[config.mk]
export PLATFORM = sky130hd
export DESIGN_NAME = dmem_bridge_flat
export DESIGN_NICKNAME = d
export VERILOG_FILES = /design/src/rtl/dmem_bridge_if.sv /design/src/rtl/dmem_bridge.sv /design/src/flat_wrapper.sv
export SDC_FILE = /design/constraint.sdc
export NUM_CORES = 1
export LEC_CHECK = 0
export ABC_AREA = 1
export CAP_MARGIN = 20
export CORE_ASPECT_RATIO = 1.25
export CORE_MARGIN = 4
export CORE_UTILIZATION = 35
export DETAILED_ROUTE_END_ITERATION = 16
export PLACE_DENSITY = 0.79
export SLEW_MARGIN = 20
export SYNTH_ARGS = -nofsm -noshare
export SYNTH_HDL_FRONTEND = slang
export SYNTH_SLANG_ARGS = --single-unit
[constraint.sdc]
create_clock -name clk -period 2.1 [get_ports clk]
set_input_delay 0.42 -clock clk [delete_from_list [all_inputs] [get_ports clk]]
set_output_delay 0.42 -clock clk [all_outputs]
set_load 0.005 [all_outputs]
[src/rtl/dmem_bridge_if.sv]
// Bus bundle between the core data port, the bridge and the external data memory.
// The bridge takes the slave view; whoever drives the core strobes and answers
// the memory handshake (a core model, a testbench) takes the master view.
interface dmem_bridge_if #(
  parameter int ADDR_W = 32,
  parameter int DATA_W = 32
);
  // core side
  logic              cs;
  logic              rd;
  logic              wr;
  logic [ADDR_W-1:0] addr;
  logic [DATA_W-1:0] wdata;
  logic [DATA_W-1:0] rdata;
  logic              stall;
  logic              err;
  // memory side
  logic              mem_req;
  logic              mem_we;
  logic [ADDR_W-1:0] mem_addr;
  logic [DATA_W-1:0] mem_wdata;
  logic              mem_ack;
  logic [DATA_W-1:0] mem_rdata;

  modport slave (
    input  cs, rd, wr, addr, wdata, mem_ack, mem_rdata,
    output rdata, stall, err, mem_req, mem_we, mem_addr, mem_wdata
  );

  modport master (
    output cs, rd, wr, addr, wdata, mem_ack, mem_rdata,
    input  rdata, stall, err, mem_req, mem_we, mem_addr, mem_wdata
  );
endinterface

[src/rtl/dmem_bridge.sv]
// Data-memory bridge: turns each single-cycle core access into a req/ack
// handshake with a slow memory, stalling the core until the access is done.
// Misaligned accesses and memory timeouts complete without data and pulse err.
module dmem_bridge #(
  parameter int ADDR_W  = 32,
  parameter int DATA_W  = 32,
  parameter int TIMEOUT = 16
) (
  input  logic         clk,
  input  logic         reset,
  dmem_bridge_if.slave bus
);

  localparam int CNT_W = $clog2(TIMEOUT);
  localparam logic [CNT_W-1:0]  CNT_MAX      = CNT_W'(TIMEOUT - 1);
  localparam logic [DATA_W-1:0] TIMEOUT_DATA = DATA_W'(32'hDEADBEEF);

  typedef enum logic [1:0] {IDLE, BUSY, DONE} state_t;

  state_t            state_q, state_d;
  logic              mem_req_q, mem_req_d;
  logic              mem_we_q, mem_we_d;
  logic [ADDR_W-1:0] mem_addr_q, mem_addr_d;
  logic [DATA_W-1:0] mem_wdata_q, mem_wdata_d;
  logic [DATA_W-1:0] rdata_q, rdata_d;
  logic              err_q, err_d;
  logic [CNT_W-1:0]  cnt_q, cnt_d;

  logic access;
  logic misaligned;

  function automatic logic [ADDR_W-1:0] word_align(input logic [ADDR_W-1:0] a);
    return {a[ADDR_W-1:2], 2'b00};
  endfunction

  assign access     = bus.cs & (bus.rd | bus.wr);
  assign misaligned = (bus.addr[1:0] != 2'b00);

  // Next-state and next-output computation for the handshake FSM.
  always_comb begin
    state_d     = state_q;
    mem_req_d   = mem_req_q;
    mem_we_d    = mem_we_q;
    mem_addr_d  = mem_addr_q;
    mem_wdata_d = mem_wdata_q;
    rdata_d     = rdata_q;
    cnt_d       = cnt_q;
    err_d       = 1'b0;
    case (state_q)
      IDLE: begin
        if (access) begin
          if (misaligned) begin
            // Complete immediately without touching the memory bus.
            state_d = DONE;
            err_d   = 1'b1;
          end else begin
            // Core inputs are only sampled here; the bus holds them until done.
            state_d     = BUSY;
            mem_req_d   = 1'b1;
            mem_we_d    = bus.wr;
            mem_addr_d  = word_align(bus.addr);
            mem_wdata_d = bus.wdata;
            cnt_d       = '0;
          end
        end
      end
      BUSY: begin
        if (bus.mem_ack) begin
          state_d   = DONE;
          mem_req_d = 1'b0;
          if (!mem_we_q) rdata_d = bus.mem_rdata;
        end else if (cnt_q == CNT_MAX) begin
          // Memory never answered: abort and hand the core a poison value.
          state_d   = DONE;
          mem_req_d = 1'b0;
          err_d     = 1'b1;
          if (!mem_we_q) rdata_d = TIMEOUT_DATA;
        end else begin
          cnt_d = cnt_q + CNT_W'(1);
        end
      end
      DONE: begin
        state_d = IDLE;
      end
      default: begin
        state_d   = IDLE;
        mem_req_d = 1'b0;
      end
    endcase
  end

  // State and registered outputs; synchronous active-low reset clears everything.
  always_ff @(posedge clk) begin
    if (!reset) begin
      state_q     <= IDLE;
      mem_req_q   <= 1'b0;
      mem_we_q    <= 1'b0;
      mem_addr_q  <= '0;
      mem_wdata_q <= '0;
      rdata_q     <= '0;
      err_q       <= 1'b0;
      cnt_q       <= '0;
    end else begin
      state_q     <= state_d;
      mem_req_q   <= mem_req_d;
      mem_we_q    <= mem_we_d;
      mem_addr_q  <= mem_addr_d;
      mem_wdata_q <= mem_wdata_d;
      rdata_q     <= rdata_d;
      err_q       <= err_d;
      cnt_q       <= cnt_d;
    end
  end

  // Stall is combinational so the core freezes in the same cycle it issues an access.
  assign bus.stall     = ((state_q == IDLE) & access) | (state_q == BUSY);
  assign bus.err       = err_q;
  assign bus.rdata     = rdata_q;
  assign bus.mem_req   = mem_req_q;
  assign bus.mem_we    = mem_we_q;
  assign bus.mem_addr  = mem_addr_q;
  assign bus.mem_wdata = mem_wdata_q;

endmodule

[src/flat_wrapper.sv]
// flat-port wrapper written by rule: the top's interface ports become plain ports
module dmem_bridge_flat 
#(
  parameter int ADDR_W  = 32,
  parameter int DATA_W  = 32,
  parameter int TIMEOUT = 16
)
  (clk, reset, bus_cs, bus_rd, bus_wr, bus_addr, bus_wdata, bus_mem_ack, bus_mem_rdata, bus_rdata, bus_stall, bus_err, bus_mem_req, bus_mem_we, bus_mem_addr, bus_mem_wdata);
  dmem_bridge_if #(.ADDR_W(ADDR_W), .DATA_W(DATA_W)) bus_i ();
  input  logic clk;
  input  logic reset;
  input wire logic [$bits(bus_i.cs)-1:0] bus_cs;
  input wire logic [$bits(bus_i.rd)-1:0] bus_rd;
  input wire logic [$bits(bus_i.wr)-1:0] bus_wr;
  input wire logic [$bits(bus_i.addr)-1:0] bus_addr;
  input wire logic [$bits(bus_i.wdata)-1:0] bus_wdata;
  input wire logic [$bits(bus_i.mem_ack)-1:0] bus_mem_ack;
  input wire logic [$bits(bus_i.mem_rdata)-1:0] bus_mem_rdata;
  output wire logic [$bits(bus_i.rdata)-1:0] bus_rdata;
  output wire logic [$bits(bus_i.stall)-1:0] bus_stall;
  output wire logic [$bits(bus_i.err)-1:0] bus_err;
  output wire logic [$bits(bus_i.mem_req)-1:0] bus_mem_req;
  output wire logic [$bits(bus_i.mem_we)-1:0] bus_mem_we;
  output wire logic [$bits(bus_i.mem_addr)-1:0] bus_mem_addr;
  output wire logic [$bits(bus_i.mem_wdata)-1:0] bus_mem_wdata;
  assign bus_i.cs = bus_cs;
  assign bus_i.rd = bus_rd;
  assign bus_i.wr = bus_wr;
  assign bus_i.addr = bus_addr;
  assign bus_i.wdata = bus_wdata;
  assign bus_i.mem_ack = bus_mem_ack;
  assign bus_i.mem_rdata = bus_mem_rdata;
  assign bus_rdata = bus_i.rdata;
  assign bus_stall = bus_i.stall;
  assign bus_err = bus_i.err;
  assign bus_mem_req = bus_i.mem_req;
  assign bus_mem_we = bus_i.mem_we;
  assign bus_mem_addr = bus_i.mem_addr;
  assign bus_mem_wdata = bus_i.mem_wdata;
  dmem_bridge #(.ADDR_W(ADDR_W), .DATA_W(DATA_W), .TIMEOUT(TIMEOUT)) u_core (.clk(clk), .reset(reset), .bus(bus_i));
endmodule
==> run summary, run 1 <==
Before CTS, the worst setup slack after placement is -0.0267 ns. The total overflow left after global routing is 0. The number of endpoints with negative hold slack in the final report is 0, and the synthesis-to-finish area growth is 61.4%. The logs give 0.539 for the proportion of synthesized chip area in sequential cells and 0.00590 ns for the maximum clock skew at final layout.

In this run the clock root is driven by a clkbuf_16. For the starting utilization of the core area, the log shows 0.360. 0 antenna diodes ended up in the layout. The floorplan step defined a die boundary enclosing 0.0127 sq mm.

The met1 track utilization from global routing is 0.196, and the register bit count reported by yosys is 103. The proportion of register bits with asynchronous set or reset after synthesis works out to 0. The cell area that synthesis handed to floorplanning was 0.00382 sq mm. The worst setup path is launched from a primary input. For the worst setup path, the data arrival time is 1.40 ns. Once placement finished, the instance area stood at 0.00590 sq mm.

The number of CTS-inserted buffers came out at 9. Setup repair after global routing left no endpoint under its margin. In this run, the number of DRC markers left after iteration 0 of detailed routing was 132. The clock-pin slew on the worst setup and hold paths is 0.06 ns. The run finished with clean final reports. STA puts the critical path data required time at 1.68 ns. After routing the design area is 0.00617 sq mm.

The critical path in this run is classified as primary input to output pin. After detailed routing, the number of remaining DRC violations is 0. The power density over cell area is 678 mW/mm^2. The routed wire length was 11.6 mm; the hold-critical path depth was 2. The headroom to the max-slew limit was 0.564.

Net switching power: 0.952 mW. Most used standard cell by instance count after synthesis: nor2_1. Yosys mapped a number of flops with a built-in enable equal to 0. IR analysis of the VDD net gives a maximum drop of 420 uV.

The signal on the critical path passes through clkdlybuf4s50_1, o21ai_2, o21ai_0, dlygate4sd2_1. The first-pass iteration count of the detailed router was 4. The share of the synthesized area in the top cell type works out to 0.539.

The count of warnings emitted by yosys is 0, and the initial antenna violation count is 0. The half-perimeter wire length of the detailed placement result is 8.28 mm, and the mean number of vias per cell is 4.82. Post-CTS timing repair inserted 0 buffers for setup. The tools report the number of resized instances in the post-cts repair step as 1. The buffers plus inverters on the worst setup path was 2. The die is 101 um wide. The number of clock sinks is 103, and the pin count of the biggest net entering global routing is 64.

The initialized floorplan defines 42 standard-cell rows. TritonCTS built the clock tree. The logs give 0 for the max-capacitance violation count and 0.374 for the clock group share of total power. Ranked by instance count, the synthesized netlist is headed by 139 x nor2_1, 103 x dfxtp_1, 57 x o21ai_0, 46 x nand2_1, 35 x a21oi_1.

The later pin in the worst-skew pair is clocked with a latency of 0.34 ns. The H-tree was split into 3 levels. The tools report the number of global-route vias before repair as 3,920.

The detail route stage leaves a number of antenna-violating nets equal to 0. The path class of the tightest hold or removal check is register to register. Including well taps, the total number of placed cells is 793.

The kind of cell adding the most delay to the critical path was buffers and inverters. The total routing usage reported by global routing is 0.176, and the largest fanout on the critical path is 2. The number of buffers on the longest clock path was 2; the worst setup slack after layout was 0.279 ns.

The worst hold margin is 0.465 ns, and the final cycle utilization of the critical path is 0.867. Average instance area after synthesis: 7.87 sq um. By area the synthesized netlist is led by dfxtp_1 54%, nor2_1 14%, o21ai_0 7.5%. Counting distinct cell types in the post-synthesis netlist gives 26. The chip height was 125 um. The met2 layer usage reported by global route is 0.301, and the reported leakage power is 2.41 nW. The most crowded layer after global routing is met2.

The run gives 0.549 GHz as the achievable frequency. The number of cells on the worst reg-to-reg path is 7. Of all cell types, the one taking the most synthesized area is dfxtp_1. The core box area is 0.0106 sq mm, and the net count of the finished layout is 775. Dividing the detail-routed wire length by the instance count gives 14.3 um. The first global-routing pass estimated 18.3 mm of wire.

The internal portion of the total power is 3.24 mW. The total of hold buffers inserted after clock tree synthesis was 0; the largest stage delay on the critical path was 0.52 ns. Setup violations remaining at the end of the flow were counted as 0. Among all flip-flop cells after synthesis, the most frequent one is dfxtp_1.

The run gives 0.494 as the portion of total power attributed to sequential cells. The critical path's slowest cell was clkdlybuf4s50_1. The switching share of total power is 0.227, and the part of the power in combinational logic is 0.132. The final non-filler cell total is 809. The final number of max-transition violations came out at 0.

The clock period could shrink to 1.82 ns. The critical path runs through a total of 4 cells. In this run the tool buffered the top-level ports with 199 buffer cells.

The worst setup path is captured at an output pin. At the pin with the least slew margin, the transition time is 0.653 ns. The count of mapped cells out of synthesis is 486. The routed layout has 3,901 vias. The number of top-level design ports is 202, and the placer congestion estimate is 0.810. Met3 demand-to-capacity share in global routing: 0.0639. The share of post-route cells with drive strength above 1 came out at 0.0532.
flip-flops by register name (all words and copies together) (netlist names):
signal                flops
u_core.bus.mem_we         1
u_core.bus.mem_wdata     32
u_core.bus.rdata         32
u_core.bus.mem_addr      30
u_core.cnt_q              4
u_core.bus.mem_req        1
u_core.bus.err            1
u_core.state_q            2
final timing paths:
path / startpoint / to / slack (ns)
worst max-delay path: bus_wr / bus_stall / 0.28
worst min-delay path: u_core.bus.rdata[19] / u_core.bus.rdata[19] / 0.46
worst max register to register: u_core.cnt_q[0] / u_core.cnt_q[0] / 0.54
worst min register to register: u_core.bus.rdata[19] / u_core.bus.rdata[19] / 0.46
worst reg2reg max path, delay by kind of cell, from the launching register on:
kind | cells | cell delay (ns)
AND/OR/NAND/NOR | 5 | 0.80
adder cells (fa/ha/maj) | 1 | 0.24
flip-flops | 1 | 0.34
buffers and inverters | 1 | 0.09
metal layers:
layer	vias to the layer above	share of wire	routed length [um]
met1	1780	0.39	4550
met4	0	0.018	213
met3	12	0.10	1210
met5	-	0	0
li1	1949	-	-
met2	160	0.49	5620
power groups by stage:
stage                     sequential (mW)  clock, mW  combinational (mW)
after detailed placement             2.11          0               0.556
after global routing                 2.08       1.69               0.600
after floorplan                      2.11          0               0.172
after CTS                            2.07       1.61               0.558
after global placement               2.11          0               0.546
final                                2.07       1.57               0.553
layout make-up:
class / count / area, sq um
multi-input cells: 339 / 1510
repair buffers: 208 / 2120
clock buffers: 13 / 260
flip-flops and latches: 103 / 2060
well taps: 132 / 165
inverters: 11 / 42.5
clock inverters: 3 / 17.5
fillers: 932 / 4440
cell families (layout without fill, tap and decap cells):
logic type	Yosys count	in the layout	synth area share
other cells	1	2	0.000981
compound gates	129	129	0.174
buf+inv	45	235	0.0671
fa+ha+maj	1	1	0.00327
simple gates	207	207	0.215
flops	103	103	0.539
through the flow:
stage / setup TNS [ns] / total power [mW] / util
6_report: 0 / 4.19 / 0.581
3_3_place_gp: -0.00977 / 2.65 / 0.555
3_5_place_dp: -0.0267 / 2.67 / 0.555
5_1_grt: 0 / 4.36 / 0.581
4_1_cts: 0 / 4.24 / 0.581
2_1_floorplan: 0 / 2.29 / -
cells in the final DEF, fill, tap and decap left out:
master	instances
buf_12	5
a22oi_1	1
o21ai_2	1
inv_1	7
inv_2	3
dfxtp_1	103
o21ai_1	33
clkinv_2	3
ha_1	1
conb_1	2
a21oi_4	1
clkinvlp_4	1
clkbuf_16	9
dlygate4sd2_1	1
a21oi_1	35
buf_4	4
clkbuf_1	2
o21ai_0	57
clkdlybuf4s50_1	197
o211ai_1	1
nor2_2	1
nor2_4	2
nand2_1	46
nor3_1	1
nor2_1	139
buf_2	1
clkbuf_8	2
nand3_1	14
nand4_1	1
nand2_2	3
No activity file was read; power rests on OpenSTA's default activity.
==> run 2: changes to the inputs <==
- PLACE_DENSITY: 0.79 -> 0.73
==> run 2 against run 1 <==
  * Cell count grew 0.25%
  * Via count shrank 0.77%
  * Sequential power is essentially flat
  * Critical path depth is the same
  * Critical path type unchanged
  * Largest cell class unchanged
==> run summary, run 2 (synthesized netlist as in run 1, its figures left out) <==
The flow ran to the end, and the final reports show no timing, DRC or antenna violations. The number of clock sinks came out at 103. TritonCTS built the clock tree. The number of antenna diodes is 0. The worst setup path is captured at an output pin. Between clock sinks in the finished design, the worst skew comes to 0.00627 ns.

Based on the critical path, the design can be clocked at up to 0.594 GHz. At the end of routability-driven placement, the weighted congestion stood at 0.809. The die extent in x was 101 um; the total routing usage reported by global routing was 0.176. The worst setup slack after placement came out at 0.00902 ns. Data on the critical path arrives at its endpoint at 1.26 ns. The floorplan has 42 rows. In this run the worst path has a maximum fanout of 2.

The starting utilization of the core area came out at 0.360. Summed negative setup slack over all endpoints: 0 ns. In this run, CTS created clock tree buffers numbering 9. Subtracting the final worst setup slack from the clock period gives 1.68 ns. The first-pass iteration count of the detailed router is 4, and the number of global-route vias before repair is 3,837. The cell at the root of the clock tree is clkbuf_16. After routing the design area is 0.00622 sq mm. The initial antenna violation count is 0. Setup repair after global routing left no endpoint under its margin. Across the whole layout, storage elements account for 0.00206 sq mm. The logs give 0 for the max-capacitance violation count and 0 for the number of DRC violations after detailed routing. In this run the tool buffered the top-level ports with 199 buffer cells.

The first global-routing pass estimated 18.2 mm of wire. The number of buffers on the longest clock path came out at 2. The total overflow left after global routing is 0.

The chip height was 125 um; the mean number of vias per cell was 4.77. In the final routed layout, each cell accounts on average for 14.0 um. Summed over all nets, the half-perimeter wirelength after detailed placement is 8.14 mm.

IR analysis of the VDD net gives a maximum drop of 344 uV. Critical path class: primary input to output pin. The design draws 4.41 mW.

The clock network latency to the later pin of the worst-skew pair was 0.34 ns; the final setup violation count was 0. The tools report the multi-input gate area in the final layout as 0.00151 sq mm. The tools report the total of hold buffers inserted after clock tree synthesis as 0. For this design the ratio of total power to cell area is 708 mW/mm^2. The die covers 0.0127 sq mm. In this run the count of I/O pins placed on the die edge is 202. The synthesis-to-finish area growth came out at 62.8%.

In this run the cell area measured after placement is 0.00589 sq mm. The data required time of the critical path was 1.68 ns. For the headroom to the max-slew limit, the log shows 0.590.

Worst hold margin: 0.381 ns. The library cell used most frequently in the layout, excluding fill and tap cells, is clkdlybuf4s50_1. Counting the fill cells in the layout gives 973. Clock-pin slew was measured on the worst setup and hold paths at 0.06 ns. The final cycle utilization of the critical path was 0.801; the remaining number of nets flagged by the antenna check after routing was 0.

For this design the static power due to leakage is 2.45 nW. The core box area was 0.0106 sq mm. The H-tree was split into 3 levels. Transition time at the pin with the least slew margin: 0.614 ns.

The number of endpoints with negative hold slack in the final report was 0. The share of post-route cells with drive strength above 1 works out to 0.0574. In the layout the commonest cells are 197 x clkdlybuf4s50_1, 139 x nor2_1, 103 x dfxtp_1. The tools report the critical path startpoint category as a primary input.

At the end of the flow, the number of nets in the layout was 777. The routed design has 11.4 mm of wire. The run gives 0 as the final number of max-transition violations. Summing over every cut layer, the via total after detailed routing is 3,871. After the first detailed-routing iteration, the DRC count stood at 126. The run gives 64 as the pin count of the biggest net entering global routing. The worst setup slack after layout is 0.417 ns. Class of the worst hold path: primary input to register.
run 2: cell count changes in the layout (fill, tap and decap cells not counted):
cell	change
clkbuf_8	-1
buf_4	+3
clkinv_2	-1
clkbuf_1	-1
bufinv_16	+2
dlymetal6s2s_1	+1
buf_12	-1
clkinv_4	+1
dlygate4sd2_1	-1
run 2: power breakdown:
part | switching [mW] | total [mW] | internal, mW
clock | 0.712 | 1.79 | 1.08
combinational | 0.210 | 0.551 | 0.341
sequential | 0.0399 | 2.07 | 2.03
run 2: what timing repair did:
action,4_1_cts,5_1_grt
resized for setup,0,1
setup buffers,0,1
endpoints found under the setup margin,0,1
run 2: final cells by class:
type                            instances  share of cell area
Timing Repair Buffer                  210               0.341
Sequential cell                       103               0.331
Multi-Input combinational cell        339               0.242
Clock buffer                           11              0.0390
Tap cell                              132              0.0265
Clock inverter                          5              0.0131
Inverter                               11             0.00683
run 2: final timing paths:
path                              from                 endpoint  slack, ns  cells past startpoint
setup / recovery                bus_wr                bus_stall       0.42                      4
hold / removal                   reset  u_core.bus.mem_wdata[5]       0.38                      3
setup reg to reg       u_core.cnt_q[0]      u_core.bus.rdata[1]       0.54                      7
hold reg to reg   u_core.bus.rdata[30]     u_core.bus.rdata[30]       0.46                      2
run 2: through the flow:
stage,instances,utilization
final,811,0.586
after global routing,811,0.586
after CTS,810,0.585
after detailed placement,794,0.555
after global placement,794,0.555
after floorplan,487,-
run 2: per-layer routing:
layer  global-route usage  share of wire  vias up
met2                0.284           0.48      147
met4               0.0524         0.0092        0
met5                    0              0        -
met3               0.0773           0.11        7
met1                0.208           0.40     1767
li1                     -              -     1950
run 2: critical path, stage by stage:
cell             delay [ns]
clkdlybuf4s50_1        0.49
o21ai_2                0.07
o21ai_0                0.13
dlymetal6s2s_1         0.15
